**src/rtl/alu_packet_ctrl.sv**
```systemverilog
// alu_packet_ctrl: parses UART packets, sequences ALU ops over 32-bit operands, streams results to TX.
// Optional inter-byte timeout enabled by defining ALU_CTRL_TIMEOUT_EN.
module alu_packet_ctrl #(
    parameter logic [31:0] TIMEOUT_CYCLES = 32'd3225600
) (
    input  logic        clk,
    input  logic        rst_n,
    input  logic [7:0]  rx_tdata_i,
    input  logic        rx_tvalid_i,
    output logic        rx_tready_o,
    output logic [7:0]  tx_tdata_o,
    output logic        tx_tvalid_o,
    input  logic        tx_tready_i,
    output logic [1:0]  alu_op_o,
    output logic [31:0] alu_a_o,
    output logic [31:0] alu_b_o,
    output logic        alu_valid_o,
    input  logic        alu_ready_i,
    input  logic [31:0] alu_res_i,
    input  logic        alu_res_valid_i,
    output logic        busy_o,
    output logic        err_o
);
    typedef enum logic [3:0] {HDR0, HDR1, LEN0, LEN1, ECHO, OPND, ISSUE, WAIT, SEND, DRAIN} state_t;
    state_t      state_q, state_d;
    logic        live_q;
    logic [7:0]  opcode_q, opcode_d, len_lo_q, len_lo_d, tx_q, tx_d;
    logic [15:0] rem_q, rem_d;
    logic [31:0] acc_q, acc_d, opnd_q, opnd_d;
    logic [1:0]  byte_cnt_q, byte_cnt_d, send_cnt_q, send_cnt_d;
    logic        first_q, first_d, tx_valid_q, tx_valid_d, err_q, err_d;
    logic        rx_acc, tx_fire, send_fire, is_arith, timeout;
    logic [15:0] len_full, rem_len, rem_dec;
    logic [31:0] opnd_full;
    always_comb begin
        rx_acc    = rx_tvalid_i && rx_tready_o;
        tx_fire   = tx_tvalid_o && tx_tready_i;
        send_fire = tx_fire && !tx_valid_q && state_q == SEND;
        len_full  = {rx_tdata_i, len_lo_q};
        rem_len   = len_full - 16'd4;
        rem_dec   = rem_q - 16'd1;
        opnd_full = {rx_tdata_i, opnd_q[31:8]};
        is_arith  = opcode_q inside {8'hA8, 8'h88, 8'h24};
    end
`ifdef ALU_CTRL_TIMEOUT_EN
    logic [31:0] to_q, to_d;
    logic        to_cnt, in_pkt;
    always_comb begin
        in_pkt  = state_q inside {HDR1, LEN0, LEN1, ECHO, OPND, DRAIN};
        to_cnt  = in_pkt && rx_tready_o && !rx_tvalid_i;
        timeout = to_cnt && (to_q + 32'd1 >= TIMEOUT_CYCLES);
        to_d    = (rx_acc || timeout || !in_pkt) ? 32'd0 : to_cnt ? to_q + 32'd1 : to_q;
    end
    always_ff @(posedge clk or negedge rst_n) begin
        if (!rst_n) to_q <= '0;
        else        to_q <= to_d;
    end
`else
    logic unused_timeout;
    assign unused_timeout = ^TIMEOUT_CYCLES;
    assign timeout = 1'b0;
`endif
    always_ff @(posedge clk or negedge rst_n) begin
        if (!rst_n) begin
            state_q    <= HDR0;
            live_q     <= 1'b0;
            opcode_q   <= '0;
            len_lo_q   <= '0;
            tx_q       <= '0;
            rem_q      <= '0;
            acc_q      <= '0;
            opnd_q     <= '0;
            byte_cnt_q <= '0;
            send_cnt_q <= '0;
            first_q    <= 1'b0;
            tx_valid_q <= 1'b0;
            err_q      <= 1'b0;
        end else begin
            state_q    <= state_d;
            live_q     <= 1'b1;
            opcode_q   <= opcode_d;
            len_lo_q   <= len_lo_d;
            tx_q       <= tx_d;
            rem_q      <= rem_d;
            acc_q      <= acc_d;
            opnd_q     <= opnd_d;
            byte_cnt_q <= byte_cnt_d;
            send_cnt_q <= send_cnt_d;
            first_q    <= first_d;
            tx_valid_q <= tx_valid_d;
            err_q      <= err_d;
        end
    end
    always_comb begin
        state_d = state_q;
        case (state_q)
            HDR0:  state_d = rx_acc ? HDR1 : HDR0;
            HDR1:  state_d = rx_acc ? LEN0 : HDR1;
            LEN0:  state_d = rx_acc ? LEN1 : LEN0;
            LEN1:  if (rx_acc)
                       state_d = len_full < 16'd4 ? HDR0 :
                                 opcode_q == 8'hEC ? (rem_len == 16'd0 ? HDR0 : ECHO) :
                                 is_arith ? (rem_len[1:0] != 2'd0 ? DRAIN : rem_len == 16'd0 ? SEND : OPND) :
                                 rem_len == 16'd0 ? HDR0 : DRAIN;
            ECHO:  state_d = (rem_q == 16'd0 && !tx_valid_q) ? HDR0 : ECHO;
            OPND:  if (rx_acc && byte_cnt_q == 2'd3)
                       state_d = !first_q ? ISSUE : rem_dec == 16'd0 ? SEND : OPND;
            ISSUE: state_d = alu_ready_i ? WAIT : ISSUE;
            WAIT:  if (alu_res_valid_i) state_d = rem_q == 16'd0 ? SEND : OPND;
            SEND:  state_d = (send_fire && send_cnt_q == 2'd3) ? HDR0 : SEND;
            DRAIN: state_d = (rem_q == 16'd0 || (rx_acc && rem_q == 16'd1)) ? HDR0 : DRAIN;
            default: state_d = HDR0;
        endcase
        if (timeout) state_d = HDR0;
    end
    always_comb begin
        opcode_d   = opcode_q;
        len_lo_d   = len_lo_q;
        tx_d       = tx_q;
        rem_d      = rem_q;
        acc_d      = acc_q;
        opnd_d     = opnd_q;
        byte_cnt_d = byte_cnt_q;
        send_cnt_d = send_cnt_q;
        first_d    = first_q;
        tx_valid_d = (tx_fire && tx_valid_q) ? 1'b0 : tx_valid_q;
        err_d      = err_q || timeout;
        if (rx_acc && state_q == HDR0) opcode_d = rx_tdata_i;
        if (rx_acc && state_q == LEN0) len_lo_d = rx_tdata_i;
        if (rx_acc && state_q == LEN1) begin
            rem_d      = rem_len;
            acc_d      = '0;
            first_d    = 1'b1;
            byte_cnt_d = '0;
            send_cnt_d = '0;
            err_d      = err_q || len_full < 16'd4 ||
                         (opcode_q != 8'hEC && is_arith && rem_len[1:0] != 2'd0);
        end
        if (rx_acc && state_q == ECHO) begin
            tx_d       = rx_tdata_i;
            tx_valid_d = 1'b1;
            rem_d      = rem_dec;
        end
        if (rx_acc && state_q == OPND) begin
            opnd_d     = opnd_full;
            rem_d      = rem_dec;
            byte_cnt_d = byte_cnt_q + 2'd1;
            if (byte_cnt_q == 2'd3 && first_q) begin
                acc_d   = opnd_full;
                first_d = 1'b0;
            end
        end
        if (rx_acc && state_q == DRAIN) rem_d = rem_dec;
        if (state_q == WAIT && alu_res_valid_i) acc_d = alu_res_i;
        if (send_fire) send_cnt_d = send_cnt_q + 2'd1;
    end
    always_comb begin
        rx_tready_o = live_q && (state_q inside {HDR0, HDR1, LEN0, LEN1, OPND, DRAIN} ||
                                 (state_q == ECHO && !tx_valid_q));
        tx_tvalid_o = tx_valid_q || state_q == SEND;
        tx_tdata_o  = tx_valid_q ? tx_q : acc_q[{send_cnt_q, 3'b000} +: 8];
        alu_valid_o = state_q == ISSUE;
        alu_op_o    = opcode_q == 8'h88 ? 2'd1 : opcode_q == 8'h24 ? 2'd2 : 2'd0;
        alu_a_o     = acc_q;
        alu_b_o     = opnd_q;
        busy_o      = state_q != HDR0;
        err_o       = err_q;
    end
endmodule

```
**config.mk**
```make
export PLATFORM = sky130hd
export DESIGN_NAME = alu_packet_ctrl
export DESIGN_NICKNAME = d
export VERILOG_FILES = /design/src/rtl/alu_packet_ctrl.sv
export SDC_FILE = /design/constraint.sdc
export NUM_CORES = 1
export LEC_CHECK = 0
export BUFFER_PORTS_ARGS = -buffer_cell sky130_fd_sc_hd__buf_2
export CAP_MARGIN = 25
export CELL_PAD_IN_SITES_DETAIL_PLACEMENT = 0
export CELL_PAD_IN_SITES_GLOBAL_PLACEMENT = 1
export CORE_MARGIN = 1.5
export CORE_UTILIZATION = 47
export CTS_CLUSTER_SIZE = 30
export DETAILED_ROUTE_END_ITERATION = 6
export PLACE_DENSITY = 0.84
export SYNTH_ARGS = -nofsm -noshare
export SYNTH_HDL_FRONTEND = slang
export SYNTH_SLANG_ARGS = --single-unit
```
**constraint.sdc**
```tcl
create_clock -name clk -period 6.8 [get_ports clk]
set_clock_uncertainty 0.15 [all_clocks]
set_input_delay 1.02 -clock clk [delete_from_list [all_inputs] [get_ports clk]]
set_output_delay 1.02 -clock clk [all_outputs]
set_load 0.01 [all_outputs]
```
# Yosys cells after proc, flatten, opt, wreduce, memory -nomap -nowiden
# Cells that the tools add are included.
# word_totals
register_bits	116
ramBits	0
mem_count	0
romBits	0
output_inout_bits	79
wordCells	119
latchBits	0
inputBits	46
# op_classes
n_eq_ne	20
reduce_logical	40
order_cmp	1
n_mux	40
n_addsub	4
n_bitwise	0
n_mul	0
shift	1
div_mod_pow	0
# op_table
cell	count
2-to-1 mux 32 bit	4
2-to-1 mux 16 bit	4
2-to-1 mux 4 bit	14
zero test 16 bit	3
case mux 4 bit (10 select lines)	1
variable part select 32 x 6 -> 8 bit	1
== test 8 bit (second input constant)	3
logical AND 1 bit	21
== test 16 x 1 -> 1 bit (second input constant)	1
== test 4 x 3 -> 1 bit (second input constant)	4
< comparator 16 x 3 -> 1 bit (second input constant)	1
subtractor 16 x 1 -> 16 bit (second input constant)	1
subtractor 16 x 3 -> 16 bit (second input constant)	1
2-to-1 mux 2 bit	6
== test 4 x 2 -> 1 bit (second input constant)	2
== test 4 bit (second input constant)	2
== test 8 x 6 -> 1 bit (second input constant)	1
2-to-1 mux 1 bit	8
2-to-1 mux 8 bit	1
inequality test 8 bit (second input constant)	1
nonzero test 2 bit	4
nonzero test 4 bit	2
2-to-1 mux 3 bit	2
inequality test 2 bit (second input constant)	3
other kinds (9)	15

# Longest topological paths before layout
# Gate-level depths: netlist (run 1).
# logic_depth
depth_word	10
ltp_mapped	10
mapped_depth_nobuf	8

# Worst setup path before layout (run 1)
# No wires, ideal clock.
# synth_path
path_kind	reg-to-output
from	register send_cnt_q[0]
to	output port tx_tdata_o[0]
n_path_buf	1
slack_ns	4.125
arrival_time_ns	1.505
path_stages_with_launch	5
required_time_ns	5.630
path_cell_list	dfrtp_1 > clkbuf_1 > mux4_2 > nand2_1 > nand2_1
# synth_between
elab_chain_len	2
# synth_rtl
element	line	source
start, declared	30	logic [1:0] byte_cnt_q, byte_cnt_d, send_cnt_q, send_cnt_d;
start signal, assigned	88	send_cnt_q <= send_cnt_d;
variable part select 32 x 6 -> 8 bit	161	tx_tdata_o = tx_valid_q ? tx_q : acc_q[{send_cnt_q, 3'b000} +: 8];
2-to-1 mux 8 bit	161	
end, declared	11	output logic [7:0] tx_tdata_o,
# No other way between the ends.

# Worst setup path in the final report (run 1)
# Ends and elaborated chain as after synthesis.

==> impl_metrics.env, run 1 <==
export IMPL_rsz0062_at_grt="false"
export IMPL_final_area_um2=7700
export IMPL_htree_levels=4
export IMPL_fin_nets=768
export IMPL_maxSlewHeadroom=0.421
export IMPL_clockRootBuffer="clkbuf_16"
export IMPL_ys_warn_count=0
export IMPL_hold_class="reg2reg"
export IMPL_fp_dieH_um=120
export IMPL_ys_async_sr_fraction=1.00
export IMPL_placement_io_buffers=124
export IMPL_finalWirelength_um=17600
export IMPL_worstSetupPathType="reg2out"
export IMPL_dp_cells=871
export IMPL_fin_setup_tns_ps=0
export IMPL_ff2ff_setup_slack_ps=3950
export IMPL_clk_pin_slew_ps=50
export IMPL_grt_use_total=0.252
export IMPL_final_common_cell="buf_2"
export IMPL_dieWidth_um=120
export IMPL_layout_common_cells="buf_2 (123), dfrtp_1 (116), nor2_1 (61)"
export IMPL_instances_no_fill=904
export IMPL_grt_pass1_wl_um=28200
export IMPL_yosysSeqAreaShare=0.451
export IMPL_powerDensity_nw_per_um2=481
export IMPL_wl_per_cell_um=19.5
export IMPL_tightest_slew_ps=868
export IMPL_maxCapViolCount=0
export IMPL_period_share=0.476
export IMPL_n_antenna_cell=0
export IMPL_antenna_found_initial=1
export IMPL_post_cts_buffers=0
export IMPL_synthCells=608
export IMPL_dieArea_um2=14400
export IMPL_synth_edff_count=0
export IMPL_cts_resized=0
export IMPL_reg2regPathDepth=6
export IMPL_synth_flop_cell="dfrtp_1"
export IMPL_grt_pass1_vias=5279
export IMPL_cts_max_path_buffers=2
export IMPL_yosysTopAreaCellShare=0.451
export IMPL_grt_max_degree=69
export IMPL_grt_overflow=0
export IMPL_rows=42
export IMPL_dr_pass1_iters=4
export IMPL_drive_gt1_frac=0.360
export IMPL_coreArea_um2=13300
export IMPL_setup_ws_ps=3560
export IMPL_hp_start="err_o"
export IMPL_ios=125
export IMPL_cp_end_kind="output pin"
export IMPL_fmax_mhz=309
export IMPL_yosysTopAreaCell="dfrtp_1"
export IMPL_preCtsSetupSlack_ps=3130
export IMPL_hold_violations=0
export IMPL_via_per_inst=5.93
export IMPL_r2r_start="state_q[0]"
export IMPL_arrival_ps=2070
export IMPL_leakage_nw=3.55
export IMPL_synth_fp_nets=660
export IMPL_place_area_um2=7050
export IMPL_clock_latency_ps=420
export IMPL_gp_congestion=0.850
export IMPL_hold_path_cell_count=1
export IMPL_cts_tree="built"
export IMPL_drc=0
export IMPL_cp_required_ps=5630
export IMPL_regArea_um2=2900
export IMPL_cp_max_fo=11
export IMPL_multi_input_area_um2=3230
export IMPL_cts_hold_buf=0
export IMPL_ys_types=75
export IMPL_hpwl_um=12100
export IMPL_start_util=0.484
export IMPL_synthTopCellsByArea="dfrtp_1 (45%), mux2_2 (7.7%), a22oi_2 (6.0%)"
export IMPL_drv_slew=0
export IMPL_fin_crit_ps=3240
export IMPL_syn_area_um2=6430
export IMPL_syn_area_per_cell_um2=10.6
export IMPL_fill_cells=1124
export IMPL_cts_buffers=17
export IMPL_total_power_mw=3.70
export IMPL_fin_util=0.579
export IMPL_antenna_left=0
export IMPL_outcome="finished clean"
export IMPL_reg2reg_to="rem_q[14]"
export IMPL_synth_seq_cells=116
export IMPL_cp_start_kind="flip-flop"
export IMPL_syn2layout_area_growth_pct=19.7
export IMPL_routed_via_count=5363
export IMPL_finalSetupViolations=0
export IMPL_whs_ps=316
export IMPL_drt_iter0_markers=449
export IMPL_peakVddDrop_mv=0.271
export IMPL_cts_sink_count=116
export IMPL_holdPathEnd="err_o"
==> cell families after synthesis <==
family                     after synthesis  share of synthesized area
AOI/OAI and AO/OA                      147                      0.179
xor gates and xnor gates                13                     0.0177
adders and majority gates                7                     0.0134
buffers and inverters                   54                     0.0469
DFF                                    116                      0.451
muxes                                   64                      0.126
other                                    1                   0.000583
and+or+nand+nor                        206                      0.165
==> how the worst max path moves through the flow <==
| stage | slack (ps) | end | start | depth (start not counted) |
|---|---|---|---|---|
| 2_1_floorplan | 4120 | tx_tdata_o[0] | send_cnt_q[0] | 4 |
| 3_3_place_gp | 3230 | alu_a_o[31] | rx_tvalid_i | 7 |
| 3_5_place_dp | 3130 | alu_a_o[0] | rx_tvalid_i | 7 |
| 6_report | 3560 | tx_tdata_o[0] | send_cnt_q[0] | 4 |
| 5_1_grt | 3420 | tx_tdata_o[0] | send_cnt_q[0] | 4 |
| 4_1_cts | 3450 | alu_a_o[0] | state_q[1] | 6 |
==> worst max-delay path: stages, from the launching register on <==
cell and delay [ps]:
dfrtp_1 730, mux4_2 590, nand2_1 80, nand2_1 100, buf_2 150
==> area by class of cell <==
class | count | area share
well taps | 176 | 0.0286
repair buffers | 130 | 0.0910
inverters | 13 | 0.00634
clock buffers | 18 | 0.0571
clock inverters | 13 | 0.0206
multi-input cells | 438 | 0.419
flip-flops and latches | 116 | 0.377
==> cell usage after synthesis (3+ instances only) <==
master,instances
a22oi_2,31
nor4_1,7
a21o_1,4
o22ai_1,3
nand3_1,14
xor2_1,8
o21a_1,3
nand2_1,54
and2_1,5
inv_1,13
nor3_1,16
o21ai_0,18
clkbuf_1,22
nor2b_1,4
xnor2_1,5
a22oi_1,3
and3_1,5
nor2_1,61
o211ai_1,5
o21ai_1,3
mux4_2,8
buf_4,5
dfrtp_1,116
mux2_1,10
or3_1,5
a31oi_1,3
mux2_2,44
nand4_1,7
buf_2,4
o31ai_1,4
a21oi_1,48
ha_1,6
buf_6,10
nand3b_1,4
==> state kept, by name (all words and copies together), names as in the netlist <==
| signal | flops |
|---|---|
| byte_cnt_q | 2 |
| rem_q | 16 |
| len_lo_q | 8 |
| alu_b_o | 32 |
| live_q | 1 |
| opcode_q | 8 |
| alu_a_o | 32 |
| tx_valid_q | 1 |
| first_q | 1 |
| err_o | 1 |
| tx_q | 8 |
| send_cnt_q | 2 |
| state_q | 4 |
==> per-layer routing <==
layer  global-route usage  part of all wire  up-vias
met5                    0           0.00074        -
met4               0.0915             0.020        2
met3               0.0475             0.057       32
met2                0.381              0.47      179
met1                0.363              0.45     2692
li1                     -                 -     2458
==> report_power, final <==
part           leakage, nW  total [mW]  internal (mW)  switching (mW)
sequential            1.46        1.40          0.988           0.414
clock                0.288       0.901          0.582           0.320
combinational         1.80        1.40          0.680           0.721
total                 3.55        3.70           2.25            1.45
(Power assumes the default switching activity.)
==> run 2: changes to the inputs <==
Settings changed: CORE_UTILIZATION 47 to 39, PLACE_DENSITY 0.84 to 0.74.
Clock period 6.8 ns to 2.7 ns, I/O delays scaled along.
==> impl_metrics.env, run 2 (same netlist as run 1, synthesis figures left out) <==
export IMPL_outcome="finished clean"
export IMPL_hold_violations=0
export IMPL_cp_required_ps=2830
export IMPL_start_util=0.402
export IMPL_drc=0
export IMPL_finalWirelength_um=18400
export IMPL_rows=46
export IMPL_cp_cell_sequence="inv_1, ha_1, xor2_1, nor4b_1, and4b_1, and4_4, mux2i_1, o211ai_1"
export IMPL_antenna_found_initial=0
export IMPL_fin_nets=786
export IMPL_powerDensity_nw_per_um2=1190
export IMPL_grt_use_met2=0.353
export IMPL_coreArea_um2=16000
export IMPL_clk_pin_slew_ps=50
export IMPL_grt_pass1_wl_um=29800
export IMPL_routed_via_count=5369
export IMPL_reg2regPathDepth=8
export IMPL_crit_family="simple AND/OR/NAND/NOR gates"
export IMPL_endpoint="state_q[3]"
export IMPL_critical_path_buf_inv_count=1
export IMPL_dieWidth_um=131
export IMPL_place_area_um2=7290
export IMPL_worstSetupPathType="reg2reg"
export IMPL_maxSlewHeadroom=0.543
export IMPL_fin_util=0.494
export IMPL_syn2layout_area_growth_pct=22.9
export IMPL_grt_overflow=0
export IMPL_total_power_mw=9.42
export IMPL_via_per_inst=5.58
export IMPL_clockRootBuffer="clkbuf_16"
export IMPL_cts_max_path_buffers=2
export IMPL_grt_max_degree=65
export IMPL_drv_slew=0
export IMPL_met3_usage=0.0451
export IMPL_cts_tree="built"
export IMPL_worst_path_largest_cell_delay_ps=510
export IMPL_fin_crit_ps=2460
export IMPL_ios=125
export IMPL_fin_setup_tns_ps=0
export IMPL_peakVddDrop_mv=0.542
export IMPL_ff2ff_setup_slack_ps=240
export IMPL_drt_iter0_markers=345
export IMPL_cts_sink_count=116
export IMPL_grt_use_total=0.219
export IMPL_finalSetupViolations=0
export IMPL_period_share=0.910
export IMPL_final_common_cell="buf_2"
export IMPL_use_met1=0.299
export IMPL_layout_common_cells="buf_2 (123), dfrtp_1 (116), nor2_1 (61)"
export IMPL_placement_io_buffers=124
export IMPL_cp_start_kind="flip-flop"
export IMPL_fp_dieH_um=131
export IMPL_startpoint="len_lo_q[2]"
export IMPL_dieArea_um2=17300
export IMPL_clock_latency_ps=420
export IMPL_r2r_start="len_lo_q[2]"
export IMPL_drive_gt1_frac=0.375
export IMPL_tightest_slew_ps=686
export IMPL_fmax_mhz=407
export IMPL_grt_pass1_vias=5392
export IMPL_final_area_um2=7910
export IMPL_leakage_nw=3.64
export IMPL_dr_pass1_iters=4
export IMPL_hpwl_um=13200
export IMPL_reg2reg_to="state_q[3]"
export IMPL_maxCapViolCount=0
export IMPL_gp_congestion=0.866
export IMPL_cp_end_kind="flip-flop"
export IMPL_hold_class="in2reg"
export IMPL_cts_buffers=17
export IMPL_cp_max_fo=9
export IMPL_busiest_layer="met2"
export IMPL_critical_path_slowest_cell="dfrtp_1"
export IMPL_n_antenna_cell=0
export IMPL_wl_per_cell_um=19.1
export IMPL_cp_num_cells=8
export IMPL_antenna_left=0
export IMPL_htree_levels=4
export IMPL_arrival_ps=2590
export IMPL_rsz0062_at_grt="false"
## run 2: per-stage QoR
| stage | hold slack (ps) | std cells | setup WS (ps) |
|---|---|---|---|
| 2_1_floorplan | -40.6 | 608 | 387 |
| 3_3_place_gp | 288 | 929 | 156 |
| 3_5_place_dp | 298 | 930 | 117 |
| 4_1_cts | 42.1 | 963 | 101 |
| 5_1_grt | 77.6 | 963 | 91.9 |
| 6_report | 60.6 | 963 | 244 |
## run 2: final cells by class
type	count	area, µm²
clock buffer	20	467
clock inverter	12	130
fill	1512	8100
inverter	13	48.8
multi-input combinational	438	3230
sequential	116	2900
tap	216	270
timing repair buffer	148	860
## run 2: worst reg2reg max path: cells and delay by family (launching register included)
kind | cells | cell delay, ps
AOI/OAI and AO/OA | 1 | 130
xor gates and xnor gates | 1 | 190
adders and majority gates | 1 | 270
buffers and inverters | 1 | 80
DFF | 1 | 510
muxes | 1 | 230
and+or+nand+nor | 3 | 760
## run 2: power breakdown
group	total, mW	switching (mW)	internal (mW)	leakage, nW
clock network	2.25	0.828	1.43	0.280
logic	3.75	1.94	1.81	1.90
registers	3.41	0.923	2.49	1.46
total	9.42	3.69	5.73	3.64
## run 2: worst min-delay path by stage
stage | start | to | cells after the start
floorplan | rst_n | alu_a_o[0] | 0
global placement | err_o | err_o | 1
detailed placement | err_o | err_o | 1
CTS | tx_tready_i | tx_valid_q | 2
global route | tx_tready_i | tx_valid_q | 2
finish | tx_tready_i | tx_valid_q | 2
## run 2: repair_timing
action / 4_1_cts / 5_1_grt
gates resized for setup: 0 / 1
endpoints found under the setup margin: 0 / 1
buffers inserted: 0 / 0
hold buffers: 1 / 0
hold endpoints to repair: 44 / 0
## run 2: metal layers
layer | vias to the layer above | share of wire
li1 | 2488 | -
met1 | 2674 | 0.45
met2 | 192 | 0.48
met3 | 15 | 0.059
met4 | 0 | 0.0077
met5 | - | 0
==> run 3: changes to the inputs <==
==> constraint.sdc (replaced) <==
create_clock -name clk -period 2.7 [get_ports clk]
set_clock_uncertainty 0.15 [all_clocks]
set_input_delay 0.675 -clock clk [delete_from_list [all_inputs] [get_ports clk]]
set_output_delay 0.675 -clock clk [all_outputs]
set_load 0.01 [all_outputs]
==> impl_metrics.env, run 3 (same netlist as run 1, synthesis figures left out) <==
export IMPL_r2r_start="state_q[2]"
export IMPL_tightest_slew_ps=595
export IMPL_start_util=0.402
export IMPL_grt_max_degree=80
export IMPL_cp_cell_sequence="buf_6, mux4_2, nand2_1, nand2_1, buf_2"
export IMPL_drc=0
export IMPL_drv_slew=0
export IMPL_fill_cells=1526
export IMPL_clock_latency_ps=410
export IMPL_grt_pass1_vias=5566
export IMPL_whs_ps=300
export IMPL_worstSetupPathType="reg2out"
export IMPL_leakage_nw=3.65
export IMPL_finalWirelength_um=18500
export IMPL_ios=125
export IMPL_instances_no_fill=968
export IMPL_peakVddDrop_mv=0.621
export IMPL_ff2ff_setup_slack_ps=200
export IMPL_antenna_found_initial=2
export IMPL_wl_per_cell_um=19.1
export IMPL_fin_setup_tns_ps=0
export IMPL_hpwl_um=13200
export IMPL_reg2reg_to="alu_a_o[31]"
export IMPL_post_cts_buffers=0
export IMPL_dp_cells=934
export IMPL_htree_levels=4
export IMPL_syn2layout_area_growth_pct=23.4
export IMPL_antenna_left=0
export IMPL_period_share=0.963
export IMPL_cts_max_path_buffers=2
export IMPL_hold_path_cell_count=1
export IMPL_preCtsSetupSlack_ps=80.9
export IMPL_cts_sink_count=116
export IMPL_rsz0062_at_grt="false"
export IMPL_fmax_mhz=385
export IMPL_placement_io_buffers=124
export IMPL_gp_congestion=0.864
export IMPL_grt_overflow=0
export IMPL_regArea_um2=2900
export IMPL_via_per_inst=5.63
export IMPL_cts_tree="built"
export IMPL_drive_gt1_frac=0.378
export IMPL_outcome="finished clean"
export IMPL_dieWidth_um=131
export IMPL_cp_required_ps=1880
export IMPL_cp_max_fo=11
export IMPL_rows=46
export IMPL_multi_input_area_um2=3230
export IMPL_final_area_um2=7930
export IMPL_arrival_ps=1770
export IMPL_dieArea_um2=17300
export IMPL_clk_pin_slew_ps=60
export IMPL_holdPathEnd="err_o"
export IMPL_place_area_um2=7320
export IMPL_hold_class="reg2reg"
export IMPL_grt_pass1_wl_um=30300
export IMPL_cp_end_kind="output pin"
export IMPL_setup_ws_ps=101
export IMPL_layout_common_cells="buf_2 (123), dfrtp_1 (116), nor2_1 (60)"
export IMPL_dr_pass1_iters=5
export IMPL_powerDensity_nw_per_um2=1200
export IMPL_critical_path_slowest_cell="mux4_2"
export IMPL_clockRootBuffer="clkbuf_16"
export IMPL_hp_start="err_o"
export IMPL_hold_violations=0
export IMPL_cp_start_kind="flip-flop"
export IMPL_worst_path_most_repeated_cell="nand2_1"
export IMPL_worst_path_largest_cell_delay_ps=530
export IMPL_maxSlewHeadroom=0.602
export IMPL_fin_nets=790
export IMPL_routed_via_count=5453
export IMPL_grt_use_total=0.221
export IMPL_fp_dieH_um=131
export IMPL_reg2regPathDepth=6
export IMPL_coreArea_um2=16000
export IMPL_fin_crit_ps=2600
export IMPL_maxCapViolCount=0
export IMPL_finalSetupViolations=0
export IMPL_final_common_cell="buf_2"
export IMPL_drt_iter0_markers=424
export IMPL_cts_buffers=17
[run 3: worst max path at each step]
stage / startpoint / end / slack, ps
2_1_floorplan: send_cnt_q[0] / tx_tdata_o[7] / 370
3_3_place_gp: rx_tvalid_i / alu_a_o[0] / -70
3_5_place_dp: rx_tvalid_i / rem_q[6] / 80
4_1_cts: send_cnt_q[0] / tx_tdata_o[2] / 40
5_1_grt: send_cnt_q[0] / tx_tdata_o[2] / 20
6_report: send_cnt_q[0] / tx_tdata_o[2] / 100
[run 3: per-stage QoR]
step,utilization,power (mW)
after floorplan,-,5.74
after global placement,0.457,7.12
after detailed placement,0.458,7.24
after CTS,0.495,9.52
after global routing,0.496,10.1
final,0.496,9.48
[run 3: what timing repair did]
action,4_1_cts,5_1_grt
hold endpoints to repair,1,0
hold buffers,1,0
resized for setup,0,3
setup endpoints to repair,0,33
[run 3: layout make-up]
cell class / instances / area share
flip-flops and latches: 116 / 0.366
clock buffers: 20 / 0.0576
inverters: 13 / 0.00615
clock inverters: 12 / 0.0164
repair buffers: 152 / 0.113
multi-input cells: 438 / 0.407
well taps: 216 / 0.0341
diodes: 1 / 0.000315
[run 3: critical path: cells and delay by family, from the launching register on]
kind          cells  cell delay (ps)
flops             1              330
simple gates      2              160
buf+inv           2              330
mux               1              530
[run 3: report_power, final]
| part | switching (mW) | total [mW] | internal (mW) |
|---|---|---|---|
| Sequential | 0.910 | 3.40 | 2.49 |
| Clock | 0.833 | 2.24 | 1.40 |
| Combinational | 1.99 | 3.85 | 1.85 |
| Total | 3.74 | 9.48 | 5.75 |
[run 3: per-layer routing]
layer / routed length (µm) / part of all wire / GRT usage
met5: 0 / 0 / 0
met4: 385 / 0.021 / 0.0802
met3: 1320 / 0.071 / 0.0725
met2: 8930 / 0.48 / 0.355
met1: 7880 / 0.43 / 0.279
